## config.mk

```make
export PLATFORM = sky130hd
export DESIGN_NAME = sys_bus_flat
export DESIGN_NICKNAME = d
export VERILOG_FILES = /design/src/rtl/sys_bus_pkg.sv /design/src/rtl/sys_bus_if.sv /design/src/rtl/sys_bus_rr_arbiter.sv /design/src/rtl/sys_bus.sv /design/src/flat_wrapper.sv
export SDC_FILE = /design/constraint.sdc
export NUM_CORES = 1
export LEC_CHECK = 0
export BUFFER_PORTS_ARGS = -buffer_cell sky130_fd_sc_hd__buf_2
export CAP_MARGIN = 20
export CORE_MARGIN = 2
export CORE_UTILIZATION = 45
export DETAILED_ROUTE_END_ITERATION = 12
export PLACE_DENSITY = 0.91
export SYNTH_ARGS = -nofsm -noshare
export SYNTH_HDL_FRONTEND = slang
export SYNTH_SLANG_ARGS = --single-unit
```

## constraint.sdc

```tcl
create_clock -name clk -period 4.2 [get_ports clk]
set_clock_uncertainty 0.05 [all_clocks]
set_input_delay 0.42 -clock clk [delete_from_list [all_inputs] [get_ports clk]]
set_output_delay 0.42 -clock clk [all_outputs]
set_load 0.03 [all_outputs]
```

## src/rtl/sys_bus_pkg.sv

```systemverilog
// sys_bus_pkg: shared state type, default geometry and width helper for the system-bus arbiter
package sys_bus_pkg;
  typedef enum logic [1:0] {IDLE = 2'd0, BUSY = 2'd1, DONE = 2'd2} state_e;
  localparam int DEF_NM = 2;
  localparam int DEF_AW = 32;
  localparam int DEF_DW = 32;
  localparam int DEF_TIMEOUT = 255;
  localparam int BE_W = DEF_DW / 8;
  function automatic int clog2(input int n);
    int r;
    r = 1;
    while ((1 << r) < n) r++;
    return r;
  endfunction
endpackage

```

## src/rtl/sys_bus_if.sv

```systemverilog
// sys_bus_if: packed master request channels plus the single shared slave port
interface sys_bus_if
  import sys_bus_pkg::*;
#(
  parameter int NM = DEF_NM,
  parameter int AW = DEF_AW,
  parameter int DW = DEF_DW
);
  localparam int BW = DW / 8;
  logic [NM-1:0]    m_req;
  logic [NM-1:0]    m_we;
  logic [NM*BW-1:0] m_be;
  logic [NM*AW-1:0] m_addr;
  logic [NM*DW-1:0] m_wdata;
  logic [NM-1:0]    m_ack;
  logic [NM-1:0]    m_err;
  logic [DW-1:0]    m_rdata;
  logic             s_req;
  logic             s_we;
  logic [BW-1:0]    s_be;
  logic [AW-1:0]    s_addr;
  logic [DW-1:0]    s_wdata;
  logic             s_ack;
  logic [DW-1:0]    s_rdata;
  modport master (
    output m_req, m_we, m_be, m_addr, m_wdata,
    input  m_ack, m_err, m_rdata
  );
  modport slave (
    input  s_req, s_we, s_be, s_addr, s_wdata,
    output s_ack, s_rdata
  );
  modport arb (
    input  m_req, m_we, m_be, m_addr, m_wdata, s_ack, s_rdata,
    output m_ack, m_err, m_rdata, s_req, s_we, s_be, s_addr, s_wdata
  );
endinterface

```

## src/rtl/sys_bus_rr_arbiter.sv

```systemverilog
// rr_arbiter: combinational round-robin pick, searching upward from last+1 with wrap
module rr_arbiter
  import sys_bus_pkg::*;
#(
  parameter  int NM = DEF_NM,
  localparam int IW = clog2(NM)
) (
  input  logic [NM-1:0] req_i,
  input  logic [IW-1:0] last_i,
  output logic [NM-1:0] gnt_o,
  output logic [IW-1:0] idx_o
);
  // walk candidates farthest-first so the nearest requester after last wins
  always_comb begin
    logic [IW-1:0] c;
    c = '0;
    idx_o = '0;
    for (int i = NM; i >= 1; i--) begin
      c = IW'((int'(last_i) + i) % NM);
      if (req_i[c]) idx_o = c;
    end
    gnt_o = (|req_i) ? (NM'(1) << idx_o) : '0;
  end
endmodule

```

## src/rtl/sys_bus.sv

```systemverilog
// sys_bus: round-robin multi-master arbiter with registered slave port and timeout completion
module sys_bus
  import sys_bus_pkg::*;
#(
  parameter int NM      = DEF_NM,
  parameter int AW      = DEF_AW,
  parameter int DW      = DEF_DW,
  parameter int TIMEOUT = DEF_TIMEOUT
) (
  input logic   clk,
  input logic   rst,
  sys_bus_if.arb bus
);
  localparam int BW = DW / 8;
  localparam int IW = clog2(NM);
  localparam int CW = clog2(TIMEOUT + 1);
  localparam logic [CW-1:0] TO = CW'(TIMEOUT);
  state_e        state_q, state_d;
  logic [IW-1:0] grant_q, grant_d, last_q, last_d, idx;
  logic [CW-1:0] cnt_q, cnt_d;
  logic          err_q, err_d;
  logic          s_req_q, s_req_d, s_we_q, s_we_d;
  logic [BW-1:0] s_be_q, s_be_d;
  logic [AW-1:0] s_addr_q, s_addr_d;
  logic [DW-1:0] s_wdata_q, s_wdata_d, m_rdata_q, m_rdata_d;
  logic [NM-1:0] m_ack_q, m_ack_d, m_err_q, m_err_d, req, gnt;
  assign req = bus.m_req & ~m_ack_q;
  rr_arbiter #(.NM(NM)) u_arb (
    .req_i (req),
    .last_i(last_q),
    .gnt_o (gnt),
    .idx_o (idx)
  );
  assign bus.s_req   = s_req_q;
  assign bus.s_we    = s_we_q;
  assign bus.s_be    = s_be_q;
  assign bus.s_addr  = s_addr_q;
  assign bus.s_wdata = s_wdata_q;
  assign bus.m_ack   = m_ack_q;
  assign bus.m_err   = m_err_q;
  assign bus.m_rdata = m_rdata_q;
  // state and datapath registers; reset drops any transaction in flight
  always_ff @(posedge clk or negedge rst) begin
    if (!rst) begin
      state_q   <= IDLE;
      grant_q   <= '0;
      last_q    <= IW'(NM - 1);
      cnt_q     <= '0;
      err_q     <= 1'b0;
      s_req_q   <= 1'b0;
      s_we_q    <= 1'b0;
      s_be_q    <= '0;
      s_addr_q  <= '0;
      s_wdata_q <= '0;
      m_ack_q   <= '0;
      m_err_q   <= '0;
      m_rdata_q <= '0;
    end else begin
      state_q   <= state_d;
      grant_q   <= grant_d;
      last_q    <= last_d;
      cnt_q     <= cnt_d;
      err_q     <= err_d;
      s_req_q   <= s_req_d;
      s_we_q    <= s_we_d;
      s_be_q    <= s_be_d;
      s_addr_q  <= s_addr_d;
      s_wdata_q <= s_wdata_d;
      m_ack_q   <= m_ack_d;
      m_err_q   <= m_err_d;
      m_rdata_q <= m_rdata_d;
    end
  end
  // next state: latch the winner in IDLE, wait for ack or timeout in BUSY, complete in DONE
  always_comb begin
    state_d   = state_q;
    grant_d   = grant_q;
    last_d    = last_q;
    cnt_d     = cnt_q;
    err_d     = err_q;
    s_req_d   = s_req_q;
    s_we_d    = s_we_q;
    s_be_d    = s_be_q;
    s_addr_d  = s_addr_q;
    s_wdata_d = s_wdata_q;
    m_ack_d   = '0;
    m_err_d   = '0;
    m_rdata_d = m_rdata_q;
    case (state_q)
      IDLE: if (|gnt) begin
        state_d   = BUSY;
        grant_d   = idx;
        s_req_d   = 1'b1;
        s_we_d    = bus.m_we[idx];
        s_be_d    = bus.m_be[idx*BW +: BW];
        s_addr_d  = bus.m_addr[idx*AW +: AW];
        s_wdata_d = bus.m_wdata[idx*DW +: DW];
      end
      BUSY: begin
        cnt_d = (cnt_q == TO) ? cnt_q : cnt_q + 1'b1;
        if (bus.s_ack) begin
          m_rdata_d = bus.s_rdata;
          last_d    = grant_q;
          s_req_d   = 1'b0;
          state_d   = DONE;
        end else if (cnt_q == TO) begin
          err_d   = 1'b1;
          last_d  = grant_q;
          s_req_d = 1'b0;
          state_d = DONE;
        end
      end
      DONE: begin
        m_ack_d = NM'(1) << grant_q;
        m_err_d = err_q ? (NM'(1) << grant_q) : '0;
        cnt_d   = '0;
        err_d   = 1'b0;
        state_d = IDLE;
      end
      default: state_d = IDLE;
    endcase
  end
endmodule

```

## src/flat_wrapper.sv

```systemverilog
// flat-port wrapper written by rule: the top's interface ports become plain ports
module sys_bus_flat import sys_bus_pkg::*;
#(
  parameter int NM      = DEF_NM,
  parameter int AW      = DEF_AW,
  parameter int DW      = DEF_DW,
  parameter int TIMEOUT = DEF_TIMEOUT
)
  (clk, rst, bus_m_req, bus_m_we, bus_m_be, bus_m_addr, bus_m_wdata, bus_s_ack, bus_s_rdata, bus_m_ack, bus_m_err, bus_m_rdata, bus_s_req, bus_s_we, bus_s_be, bus_s_addr, bus_s_wdata);
  sys_bus_if #(.NM(NM), .AW(AW), .DW(DW)) bus_i ();
  input logic clk;
  input logic rst;
  input wire logic [$bits(bus_i.m_req)-1:0] bus_m_req;
  input wire logic [$bits(bus_i.m_we)-1:0] bus_m_we;
  input wire logic [$bits(bus_i.m_be)-1:0] bus_m_be;
  input wire logic [$bits(bus_i.m_addr)-1:0] bus_m_addr;
  input wire logic [$bits(bus_i.m_wdata)-1:0] bus_m_wdata;
  input wire logic [$bits(bus_i.s_ack)-1:0] bus_s_ack;
  input wire logic [$bits(bus_i.s_rdata)-1:0] bus_s_rdata;
  output wire logic [$bits(bus_i.m_ack)-1:0] bus_m_ack;
  output wire logic [$bits(bus_i.m_err)-1:0] bus_m_err;
  output wire logic [$bits(bus_i.m_rdata)-1:0] bus_m_rdata;
  output wire logic [$bits(bus_i.s_req)-1:0] bus_s_req;
  output wire logic [$bits(bus_i.s_we)-1:0] bus_s_we;
  output wire logic [$bits(bus_i.s_be)-1:0] bus_s_be;
  output wire logic [$bits(bus_i.s_addr)-1:0] bus_s_addr;
  output wire logic [$bits(bus_i.s_wdata)-1:0] bus_s_wdata;
  assign bus_i.m_req = bus_m_req;
  assign bus_i.m_we = bus_m_we;
  assign bus_i.m_be = bus_m_be;
  assign bus_i.m_addr = bus_m_addr;
  assign bus_i.m_wdata = bus_m_wdata;
  assign bus_i.s_ack = bus_s_ack;
  assign bus_i.s_rdata = bus_s_rdata;
  assign bus_m_ack = bus_i.m_ack;
  assign bus_m_err = bus_i.m_err;
  assign bus_m_rdata = bus_i.m_rdata;
  assign bus_s_req = bus_i.s_req;
  assign bus_s_we = bus_i.s_we;
  assign bus_s_be = bus_i.s_be;
  assign bus_s_addr = bus_i.s_addr;
  assign bus_s_wdata = bus_i.s_wdata;
  sys_bus #(.NM(NM), .AW(AW), .DW(DW), .TIMEOUT(TIMEOUT)) u_core (.clk(clk), .rst(rst), .bus(bus_i));
endmodule
```

==> results of run 1 <==
==> metal layers <==
layer	GRT usage	vias to the layer above
li1	-	2393
met2	0.401	250
met1	0.294	2252
met4	0.106	0
met3	0.0632	34
met5	0	-
==> cell usage after synthesis (all sizes together) (3+ instances only) <==
library cell,n
nand4,3
nand2,146
buf,29
mux2,35
a31oi,71
nor3b,3
dfrtp,118
nor2b,5
nand3,5
nor2,75
nand3b,4
a21oi,3
ha,6
inv,6
o21ai,10
o31ai,3
clkbuf,9
==> critical path, cell delays in order (launching register included) <==
cell	delay, ns
sky130_fd_sc_hd__dfrtp_1	0.40
sky130_fd_sc_hd__inv_1	0.15
sky130_fd_sc_hd__ha_1	0.23
sky130_fd_sc_hd__a21boi_4	0.72
sky130_fd_sc_hd__buf_12	0.42
sky130_fd_sc_hd__nor2_1	0.11
sky130_fd_sc_hd__a31oi_1	0.19
==> kinds of logic after synthesis <==
logic type | count (synthesis)
multiplexers | 36
AND/OR/NAND/NOR | 249
buffers and inverters | 44
AO/OA/AOI/OAI | 92
adder cells (fa/ha/maj) | 6
flip-flops | 119
==> placed cells by master (no fill, tap or decap), types with 2 or more instances in the layout <==
master and count:
sky130_fd_sc_hd__o21ai_0 9, sky130_fd_sc_hd__nor2_1 74, sky130_fd_sc_hd__inv_6 3, sky130_fd_sc_hd__ha_1 6
sky130_fd_sc_hd__nand2b_1 2, sky130_fd_sc_hd__nor3_1 2, sky130_fd_sc_hd__clkbuf_8 2, sky130_fd_sc_hd__nand3_1 5
sky130_fd_sc_hd__dfrtp_1 118, sky130_fd_sc_hd__clkbuf_16 17, sky130_fd_sc_hd__nor2b_1 5, sky130_fd_sc_hd__nand3b_1 4
sky130_fd_sc_hd__nand2_1 145, sky130_fd_sc_hd__o31ai_1 3, sky130_fd_sc_hd__clkinvlp_4 3, sky130_fd_sc_hd__nor3b_1 3
sky130_fd_sc_hd__mux2_2 34, sky130_fd_sc_hd__bufinv_16 2, sky130_fd_sc_hd__inv_1 5, sky130_fd_sc_hd__nand4_1 2
sky130_fd_sc_hd__a21oi_1 3, sky130_fd_sc_hd__a31oi_1 71, sky130_fd_sc_hd__clkinv_4 4, sky130_fd_sc_hd__buf_2 279
sky130_fd_sc_hd__buf_4 6
==> how the worst min path moves through the flow <==
stage | from | endpoint | slack (ns) | cells after the start
after CTS | rst | u_core.bus.s_be[2]$_DFFE_PN0P_ | 0.03 | 1
final | rst | u_core.bus.s_be[2]$_DFFE_PN0P_ | 0.006 | 1
after floorplan | rst | u_core.bus.m_ack[0]$_DFF_PN0_ | 0.07 | 0
after detailed placement | u_core.bus.m_rdata[16]$_DFFE_PN0P_ | u_core.bus.m_rdata[16]$_DFFE_PN0P_ | 0.44 | 1
after global routing | rst | u_core.bus.s_be[2]$_DFFE_PN0P_ | 0.07 | 1
after global placement | u_core.bus.m_rdata[3]$_DFFE_PN0P_ | u_core.bus.m_rdata[3]$_DFFE_PN0P_ | 0.43 | 1
==> sequential cells by signal (all words and copies together) (netlist names) <==
name	cells
u_core.bus.m_ack	2
u_core.bus.m_err	2
u_core.bus.m_rdata	32
u_core.bus.s_addr	32
u_core.bus.s_be	4
u_core.bus.s_req	1
u_core.bus.s_wdata	32
u_core.bus.s_we	1
u_core.cnt_q	8
u_core.err_q	1
u_core.grant_q	1
u_core.last_q	1
u_core.state_q	2
==> report_power, final <==
part / total [mW] / switching (mW) / internal (mW) / leakage, nW
sequential: 2.00 / 0.291 / 1.71 / 1.38
combinational: 3.09 / 2.11 / 0.981 / 2.00
clock: 1.45 / 0.541 / 0.914 / 0.284
==> cell type report <==
class | count | area share
inverter | 6 | 0.00307
multi-input combinational | 383 | 0.286
clock buffer | 20 | 0.0622
clock inverter | 12 | 0.0196
timing repair buffer | 286 | 0.199
tap | 143 | 0.0244
sequential | 119 | 0.406
==> stage by stage <==
step,utilization,worst slack [ns],hold WS (ns),area (sq um)
floorplan,-,2.53,0.0744,5280
global placement,0.590,1.91,0.430,6740
detailed placement,0.590,1.82,0.437,6740
CTS,0.643,1.78,0.0262,7340
global route,0.643,1.62,0.0662,7340
finish,0.643,1.77,0.00606,7340
==> summary.txt, run 1 <==
Timing
  – Final setup fails: 0
  – Final hold viol count: 0
  – Transition time at the pin with the least slew margin: 0.975 ns
  – Final worst path period share: 0.578
  – Headroom to the max-slew limit: 0.350
  – Count of final max-slew check failures: 0
  – Maximum clock frequency: 412 MHz
  – RSZ-0062 raised after global routing: no
  – Min cycle time layout: 2.43 ns
  – Summed negative setup slack over all endpoints: 0 ns

CTS
  – Number of buffers created by CTS: 17
  – Skew-Pair Late Insertion Delay: 0.40 ns
  – Root buffer selected by CTS: sky130_fd_sc_hd__clkbuf_16
  – Setup repair bufs after CTS: 0
  – Clock transition at the registers of the reported paths: 0.06 ns
  – Clock tree from TritonCTS: built
  – Number of clock sinks seen by CTS: 119
  – Count of hold-fix buffers inserted at cts: 0
  – Maximum count of clock buffers along a single path: 2
  – Post-CTS resize count: 0
  – CTS H-tree lvls: 4

Yosys
  – Main combinational cell family by area after synthesis: simple AND/OR/NAND/NOR gates
  – Multiplexer fraction of the synthesized cell area: 0.0772
  – Number of nets in the synthesized netlist: 727
  – Most area-consuming cells after synthesis: sky130_fd_sc_hd__dfrtp_1 (56%), sky130_fd_sc_hd__nand2_1 (10%), sky130_fd_sc_hd__a31oi_1 (8.4%)
  – Synthesized-area fraction occupied by ao, oa, aoi and oai cells: 0.111
  – Mean area per synthesized cell: 9.68 sq um
  – Share of the synthesized area in the top cell type: 0.559
  – Adder and majority gate portion of the synthesized area: 0.0142
  – Async S/R FF share, synth: 1.00
  – Flip-flop and latch count after synthesis: 119
  – Gate Count Post-Synth: 546
  – Post-synth design cell area: 5280 sq um
  – Number of enable-type register cells in the synthesized netlist: 0
  – Library cell with the largest summed area after synthesis: sky130_fd_sc_hd__dfrtp_1
  – Synth Flop Type: sky130_fd_sc_hd__dfrtp_1
  – Synthesized-area fraction occupied by and/or/nand/nor cells: 0.193
  – Synth Area in XOR/XNOR: 0
  – Sequential fraction of the synthesis area: 0.564
  – Count of different cell masters after synthesis: 37
  – Synthesis warning total: 0

Drt
  – Detailed-route DRC error count: 0
  – Detail Route met3 WL: 1230 um
  – Wire length on met1: 6040 um
  – Number of routed nets with antenna violations: 0
  – Routed met2 length: 7440 um
  – Total via count after detailed routing: 4929
  – Max Used Layer: met4
  – 1st-pass router iterations: 5
  – Via count normalized by instance count: 5.09
  – Routed length per placed instance: 15.6 um
  – Final wirelength: 15100 um
  – 1st-iter DRT viols: 422

Placed design
  – Number of buffers added on ports: 280
  – Gp weighted congestion: 0.866
  – Post-detailed-placement half-perimeter wirelength: 11000 um
  – Post-Place Cells: 937

Worst setup path
  – R2R depth: 6
  – Arrival time at the worst endpoint: 2.69 ns
  – Capturing instance or port of the critical path: u_core.bus.s_addr[25]$_DFFE_PN0P_
  – Kind of critical path: flop to flop
  – Data required, critical path: 4.46 ns
  – Critical Path Fanout Max: 111
  – Setup slack of the most critical reg-to-reg path: 1.77 ns
  – Crit Reg-Reg Startpoint: u_core.state_q[1]$_DFFE_PN0P_
  – Critical Path Source: u_core.state_q[1]$_DFFE_PN0P_
  – Worst r2r dst: u_core.bus.s_addr[25]$_DFFE_PN0P_
  – Category of the worst setup path capture point: flop
  – Critical path launch point type: flop

Cells and area
  – Cell Count, Final, Fillers Out: 969
  – Share of final-layout standard cells stronger than drive strength 1: 0.437
  – Multi-input gate area: 2100 sq um
  – Count of inserted antenna diode cells: 0
  – Final nets: 994
  – Sequential Area: 2980 sq um
  – Fill cell count: 908
  – Area delta synth->final: 39.0%

Flow run
  – Maximum capacitance violations: 0

Global route
  – All-layer global routing usage: 0.240
  – Largest net degree at the start of global routing: 112
  – Number of antenna violations at the first check in global routing: 0
  – Global route total overflow: 0
  – First-pass GRT wire length: 23800 um
  – Via count of the first global-routing pass: 4841

Die
  – Starting density of the core: 0.463
  – Number of cell rows: 39
  – Die X: 112 um
  – Total core area: 11400 sq um
  – Die footprint: 12600 sq um
  – Vertical extent of the die: 112 um
  – Number of placed I/O pins: 281

Power and ir drop
  – IR drop worst, VDD: 0.558 mV
  – Static leakage: 3.67 nW
  – PnR Total Power: 6.55 mW
  – PD cells: 892 nW/um^2

Min path
  – HP Class: input port to async pin

Run status
  – Run status: completed
Note: power is estimated with default switching activity, not from simulation.
==> run 2, diff against run 1 <==
==> constraint.sdc (replaced) <==
create_clock -name clk -period 2.36 [get_ports clk]
set_clock_uncertainty 0.05 [all_clocks]
set_input_delay 0.236 -clock clk [delete_from_list [all_inputs] [get_ports clk]]
set_output_delay 0.236 -clock clk [all_outputs]
set_load 0.03 [all_outputs]
==> summary.txt, run 2 (synthesized netlist as in run 1, its figures left out) <==
Drt
  – Total via count after detailed routing: 5036 (was 4929)
  – 1st-pass router iterations: 6 (was 5)
  – Final wirelength: 15500 um (was 15100 um)
  – Number of routed nets with antenna violations: 0 (unchanged)
  – Routed length per placed instance: 15.9 um (was 15.6 um)
  – Via count normalized by instance count: 5.14 (was 5.09)
  – 1st-iter DRT viols: 391 (was 422)
  – Detailed-route DRC error count: 0 (unchanged)

Worst setup path
  – Critical path cell sequence: ha_1 > nand3_1 > nor2_2 > o31ai_1 > mux2_2 (was inv_1 > ha_1 > a21boi_4 > buf_12 > nor2_1 > a31oi_1)
  – CP max stage cell: sky130_fd_sc_hd__dfrtp_1 (was sky130_fd_sc_hd__a21boi_4)
  – Category of the worst setup path capture point: flop (unchanged)
  – Delay-heaviest family, CP: simple AND/OR/NAND/NOR gates (was compound AO/OA/AOI/OAI gates)
  – Arrival time at the worst endpoint: 2.17 ns (was 2.69 ns)
  – Critical Path Fanout Max: 11 (was 111)
  – R2R depth: 5 (was 6)
  – Buffer and inverter count on the worst path: 0 (was 2)
  – Data required, critical path: 2.60 ns (was 4.46 ns)
  – Kind of critical path: flop to flop (unchanged)
  – Maximum single-stage delay on the critical path: 0.43 ns (was 0.72 ns)
  – Critical path launch point type: flop (unchanged)
  – Logic depth of the worst path, buffers included: 5 (was 6)

Cells and area
  – Share of final-layout standard cells stronger than drive strength 1: 0.432 (was 0.437)
  – Count of inserted antenna diode cells: 0 (unchanged)
  – Cell Count, Final, Fillers Out: 979 (was 969)
  – Leading cell type in the layout, fill and taps excluded: sky130_fd_sc_hd__buf_2 (unchanged)
  – Highest-count cells in the layout ignoring fill and taps: sky130_fd_sc_hd__buf_2 (279), sky130_fd_sc_hd__nand2_1 (145), sky130_fd_sc_hd__dfrtp_1 (118) (unchanged)
  – Area delta synth->final: 41.9% (was 39.0%)
  – Final nets: 1004 (was 994)

CTS
  – Number of clock sinks seen by CTS: 119 (unchanged)
  – Count of hold-fix buffers inserted at cts: 8 (was 0)
  – Clock tree from TritonCTS: built (unchanged)
  – Maximum count of clock buffers along a single path: 2 (unchanged)
  – CTS H-tree lvls: 4 (unchanged)
  – Clock transition at the registers of the reported paths: 0.05 ns (was 0.06 ns)
  – Post-CTS resize count: 0 (unchanged)
  – Setup repair bufs after CTS: 0 (unchanged)
  – Number of buffers created by CTS: 17 (unchanged)
  – Root buffer selected by CTS: sky130_fd_sc_hd__clkbuf_16 (unchanged)
  – Skew-Pair Late Insertion Delay: 0.41 ns (was 0.40 ns)

Placed design
  – Post-detailed-placement half-perimeter wirelength: 11200 um (was 11000 um)
  – Number of buffers added on ports: 280 (unchanged)
  – Post-Place Cells: 939 (was 937)
  – Gp weighted congestion: 0.821 (was 0.866)
  – Pre-CTS setup slack: 0.479 ns (was 1.82 ns)

Global route
  – First-pass GRT wire length: 24800 um (was 23800 um)
  – Largest net degree at the start of global routing: 112 (unchanged)
  – All-layer global routing usage: 0.251 (was 0.240)
  – Global route total overflow: 0 (unchanged)
  – Via count of the first global-routing pass: 5083 (was 4841)
  – Number of antenna violations at the first check in global routing: 0 (unchanged)

Power and ir drop
  – Proportion of total power due to net switching: 0.442 (was 0.450)
  – Power share of the clock group: 0.220 (was 0.222)
  – IR drop worst, VDD: 1.20 mV (was 0.558 mV)
  – PD cells: 1570 nW/um^2 (was 892 nW/um^2)
  – Static leakage: 3.75 nW (was 3.67 nW)
  – Internal power summed over all cells: 6.59 mW (was 3.60 mW)
  – Logic pwr share: 0.478 (was 0.472)
  – Share of total power in sequential cells: 0.302 (was 0.305)
  – Net switching power of the design: 5.22 mW (was 2.94 mW)

Die
  – Number of cell rows: 39 (unchanged)
  – Vertical extent of the die: 112 um (unchanged)
  – Die footprint: 12600 sq um (unchanged)
  – Number of placed I/O pins: 281 (unchanged)
  – Die X: 112 um (unchanged)
  – Total core area: 11400 sq um (unchanged)
  – Starting density of the core: 0.463 (unchanged)

Timing
  – Final hold viol count: 0 (unchanged)
  – RSZ-0062 raised after global routing: no (unchanged)
  – Min cycle time layout: 1.93 ns (was 2.43 ns)
  – Worst hold margin: 0.0162 ns (was 0.00606 ns)
  – Final critical-path setup slack: 0.428 ns (was 1.77 ns)
  – Maximum clock frequency: 518 MHz (was 412 MHz)
  – Final worst path period share: 0.819 (was 0.578)
  – Transition time at the pin with the least slew margin: 0.696 ns (was 0.975 ns)
  – Final setup fails: 0 (unchanged)
  – Summed negative setup slack over all endpoints: 0 ns (unchanged)
  – Count of final max-slew check failures: 0 (unchanged)
  – Headroom to the max-slew limit: 0.536 (was 0.350)

Flow run
  – Maximum capacitance violations: 0 (unchanged)

Min path
  – HP Class: input port to flop (was input port to async pin)
  – Number of instances on the worst hold path: 2

Run status
  – Run status: completed (unchanged)
## run 2: worst paths after layout
check	from	slack [ns]	end
max in group asynchronous	rst	1.19	u_core.last_q$_DFFE_PN1P_
min in group asynchronous	rst	0.32	u_core.bus.s_be[2]$_DFFE_PN0P_
max	u_core.cnt_q[0]$_DFFE_PN0P_	0.43	u_core.state_q[0]$_DFFE_PN0P_
max reg2reg	u_core.cnt_q[0]$_DFFE_PN0P_	0.43	u_core.state_q[0]$_DFFE_PN0P_
min	bus_s_rdata[2]	0.02	u_core.bus.m_rdata[2]$_DFFE_PN0P_
min reg2reg	u_core.bus.m_rdata[3]$_DFFE_PN0P_	0.45	u_core.bus.m_rdata[3]$_DFFE_PN0P_
## run 2: area by class of cell
class,instances,area [sq um]
fillers,878,3920
inverters,6,22.5
multi-input cells,383,2100
flip-flops and latches,119,2980
well taps,143,179
clock inverters,9,123
repair buffers,296,1620
clock buffers,23,478
## run 2: metal layers
metal,GRT usage,share of wire,vias to the layer above
li1,-,-,2413
met1,0.288,0.38,2361
met2,0.435,0.51,228
met3,0.0805,0.075,34
met4,0.107,0.027,0
met5,0,0,-
## run 2: power by group through the flow
stage,clock network (mW),logic (mW),registers (mW)
2_1_floorplan,0,2.10,5.35
3_3_place_gp,0,5.48,3.51
3_5_place_dp,0,5.64,3.58
4_1_cts,2.62,5.67,3.55
5_1_grt,2.75,6.05,3.67
6_report,2.60,5.64,3.57
## run 2: stage by stage
stage,utilization,total power [mW],cell area (sq um)
floorplan,-,7.45,5280
global placement,0.597,8.99,6820
detailed placement,0.597,9.22,6820
CTS,0.657,11.9,7500
global route,0.657,12.5,7500
finish,0.657,11.8,7500
==> run 3, diff against run 2 <==
==> constraint.sdc (replaced) <==
create_clock -name clk -period 1.9 [get_ports clk]
set_clock_uncertainty 0.05 [all_clocks]
set_input_delay 0.19 -clock clk [delete_from_list [all_inputs] [get_ports clk]]
set_output_delay 0.19 -clock clk [all_outputs]
set_load 0.03 [all_outputs]
==> summary.txt, run 3 (synthesized netlist as in run 1, its figures left out) <==
Run status
  – Run status: completed (unchanged)

Min path
  – HP Start: bus_m_wdata[22] (was bus_s_rdata[2])
  – HP Class: input port to flop (unchanged)
  – Destination of the worst hold path: u_core.bus.s_wdata[22]$_DFFE_PN0P_ (was u_core.bus.m_rdata[2]$_DFFE_PN0P_)
  – Number of instances on the worst hold path: 3 (was 2)

Worst setup path
  – Maximum single-stage delay on the critical path: 0.40 ns (was 0.43 ns)
  – Setup slack of the most critical reg-to-reg path: 0.05 ns (was 0.43 ns)
  – R2R depth: 7 (was 5)
  – Worst r2r dst: u_core.bus.s_addr[11]$_DFFE_PN0P_ (was u_core.state_q[0]$_DFFE_PN0P_)
  – Most common cell type on the critical path: sky130_fd_sc_hd__buf_12
  – Arrival time at the worst endpoint: 2.12 ns (was 2.17 ns)
  – Critical path launch point type: flop (unchanged)
  – Data required, critical path: 2.16 ns (was 2.60 ns)
  – Crit Reg-Reg Startpoint: u_core.state_q[1]$_DFFE_PN0P_ (was u_core.cnt_q[0]$_DFFE_PN0P_)
  – Category of the worst setup path capture point: flop (unchanged)
  – Critical Path Fanout Max: 30 (was 11)
  – Critical path cell sequence: inv_1 > ha_2 > a21boi_4 > buf_12 > buf_12 > nor2_1 > a31oi_2 (was ha_1 > nand3_1 > nor2_2 > o31ai_1 > mux2_2)
  – CP max stage cell: sky130_fd_sc_hd__dfrtp_1 (unchanged)
  – Kind of critical path: flop to flop (unchanged)

Cells and area
  – Sequential Area: 2980 sq um (unchanged)
  – Area delta synth->final: 74.8% (was 41.9%)
  – Cell Count, Final, Fillers Out: 1142 (was 979)
  – Fill cell count: 582 (was 878)
  – Core Util, Final: 0.808 (was 0.657)
  – Share of final-layout standard cells stronger than drive strength 1: 0.376 (was 0.432)
  – Highest-count cells in the layout ignoring fill and taps: sky130_fd_sc_hd__buf_2 (279), sky130_fd_sc_hd__dlygate4sd3_1 (156), sky130_fd_sc_hd__nand2_1 (145) (was sky130_fd_sc_hd__buf_2 (279), sky130_fd_sc_hd__nand2_1 (145), sky130_fd_sc_hd__dfrtp_1 (118))
  – Leading cell type in the layout, fill and taps excluded: sky130_fd_sc_hd__buf_2 (unchanged)
  – Multi-input gate area: 2130 sq um (was 2100 sq um)
  – Cell area after layout: 9230 sq um (was 7500 sq um)
  – Final nets: 1162 (was 1004)

Die
  – Die X: 112 um (unchanged)
  – Number of cell rows: 39 (unchanged)
  – Number of placed I/O pins: 281 (unchanged)
  – Vertical extent of the die: 112 um (unchanged)
  – Total core area: 11400 sq um (unchanged)
  – Die footprint: 12600 sq um (unchanged)
  – Starting density of the core: 0.463 (unchanged)

Timing
  – Count of final max-slew check failures: 0 (unchanged)
  – Final hold viol count: 0 (unchanged)
  – Final worst path period share: 0.975 (was 0.819)
  – Maximum clock frequency: 540 MHz (was 518 MHz)
  – Min cycle time layout: 1.85 ns (was 1.93 ns)
  – Summed negative setup slack over all endpoints: 0 ns (unchanged)
  – Headroom to the max-slew limit: 0.534 (was 0.536)
  – Final critical-path setup slack: 0.0474 ns (was 0.428 ns)
  – Final setup fails: 0 (unchanged)
  – Transition time at the pin with the least slew margin: 0.698 ns (was 0.696 ns)
  – Worst hold margin: 0.00682 ns (was 0.0162 ns)

CTS
  – Maximum count of clock buffers along a single path: 2 (unchanged)
  – Clock tree from TritonCTS: built (unchanged)
  – Number of clock sinks seen by CTS: 119 (unchanged)
  – CTS H-tree lvls: 4 (unchanged)
  – Number of buffers created by CTS: 17 (unchanged)
  – Skew-Pair Late Insertion Delay: 0.42 ns (was 0.41 ns)
  – Clock transition at the registers of the reported paths: 0.07 ns (was 0.05 ns)
  – Root buffer selected by CTS: sky130_fd_sc_hd__clkbuf_16 (unchanged)

Placed design
  – Number of buffers added on ports: 280 (unchanged)
  – Post-Place Cells: 947 (was 939)
  – Pre-CTS setup slack: 0.153 ns (was 0.479 ns)
  – Post-detailed-placement half-perimeter wirelength: 11200 um (about the same)
  – Gp weighted congestion: 0.825 (was 0.821)
  – Standard cell area after detailed placement: 6920 sq um (was 6820 sq um)

Power and ir drop
  – Static leakage: 4.47 nW (was 3.75 nW)
  – PD cells: 1800 nW/um^2 (was 1570 nW/um^2)
  – PnR Total Power: 16.6 mW (was 11.8 mW)
  – IR drop worst, VDD: 1.22 mV (was 1.20 mV)

Drt
  – Total via count after detailed routing: 6547 (was 5036)
  – 1st-iter DRT viols: 722 (was 391)
  – Final wirelength: 24900 um (was 15500 um)
  – Via count normalized by instance count: 5.73 (was 5.14)
  – Detailed-route DRC error count: 0 (unchanged)
  – Routed length per placed instance: 21.8 um (was 15.9 um)
  – Number of routed nets with antenna violations: 0 (unchanged)
  – 1st-pass router iterations: 5 (was 6)

Global route
  – First-pass GRT wire length: 37600 um (was 24800 um)
  – All-layer global routing usage: 0.390 (was 0.251)
  – Global route total overflow: 0 (unchanged)
  – Number of antenna violations at the first check in global routing: 4 (was 0)
  – Largest net degree at the start of global routing: 120 (was 112)
  – Via count of the first global-routing pass: 6988 (was 5083)

Flow run
  – Maximum capacitance violations: 0 (unchanged)
-- run 3: cell count changes in the layout (fill, tap and decap cells not counted), moves of 5 or more --
cell                            change
sky130_fd_sc_hd__clkinv_2           -5
sky130_fd_sc_hd__dlygate4sd3_1    +148
sky130_fd_sc_hd__buf_4              +5
sky130_fd_sc_hd__diode_2            +5
-- run 3: area by class of cell --
| type | instances | area share |
|---|---|---|
| timing repair buffer | 454 | 0.350 |
| sequential | 119 | 0.323 |
| multi-input combinational | 383 | 0.231 |
| clock buffer | 25 | 0.0526 |
| clock inverter | 7 | 0.0205 |
| tap | 143 | 0.0194 |
| inverter | 6 | 0.00244 |
| antenna | 5 | 0.00136 |
-- run 3: worst max path at each step --
stage / slack (ns) / startpoint / cells past startpoint / end
CTS: 0.1 / u_core.cnt_q[1]$_DFFE_PN0P_ / 5 / u_core.state_q[1]$_DFFE_PN0P_
finish: 0.05 / u_core.state_q[1]$_DFFE_PN0P_ / 7 / u_core.bus.s_addr[11]$_DFFE_PN0P_
floorplan: 0.23 / u_core.cnt_q[0]$_DFFE_PN0P_ / 5 / u_core.state_q[0]$_DFFE_PN0P_
detailed placement: 0.15 / u_core.cnt_q[1]$_DFFE_PN0P_ / 5 / u_core.state_q[1]$_DFFE_PN0P_
global route: -0.02 / u_core.state_q[1]$_DFFE_PN0P_ / 7 / u_core.bus.s_addr[1]$_DFFE_PN0P_
global placement: 0.20 / u_core.cnt_q[1]$_DFFE_PN0P_ / 5 / u_core.state_q[1]$_DFFE_PN0P_
-- run 3: power by group --
part	internal (mW)	switching (mW)
Clock	2.57	1.22
Combinational	2.75	5.39
Sequential	3.78	0.869
-- run 3: routing by layer --
metal	track usage	part of all wire	up-vias
met5	0	0	-
met4	0.276	0.079	0
met3	0.132	0.091	182
met2	0.660	0.50	561
met1	0.407	0.33	3074
li1	-	-	2730
-- run 3: repair_timing --
| item | in CTS | in global routing |
|---|---|---|
| endpoints found under the hold margin | 216 | 1 |
| endpoints found under the setup margin | 0 | 12 |
| hold buffers | 155 | 1 |
| gates resized for setup | 0 | 7 |
| buffers inserted | 0 | 1 |
-- run 3: critical path: cells and delay by family (launching register included) --
kind            cells  cell delay, ns
flops               1            0.40
simple gates        1            0.07
fa+ha+maj           1            0.23
buf+inv             3            0.50
compound gates      2            0.49
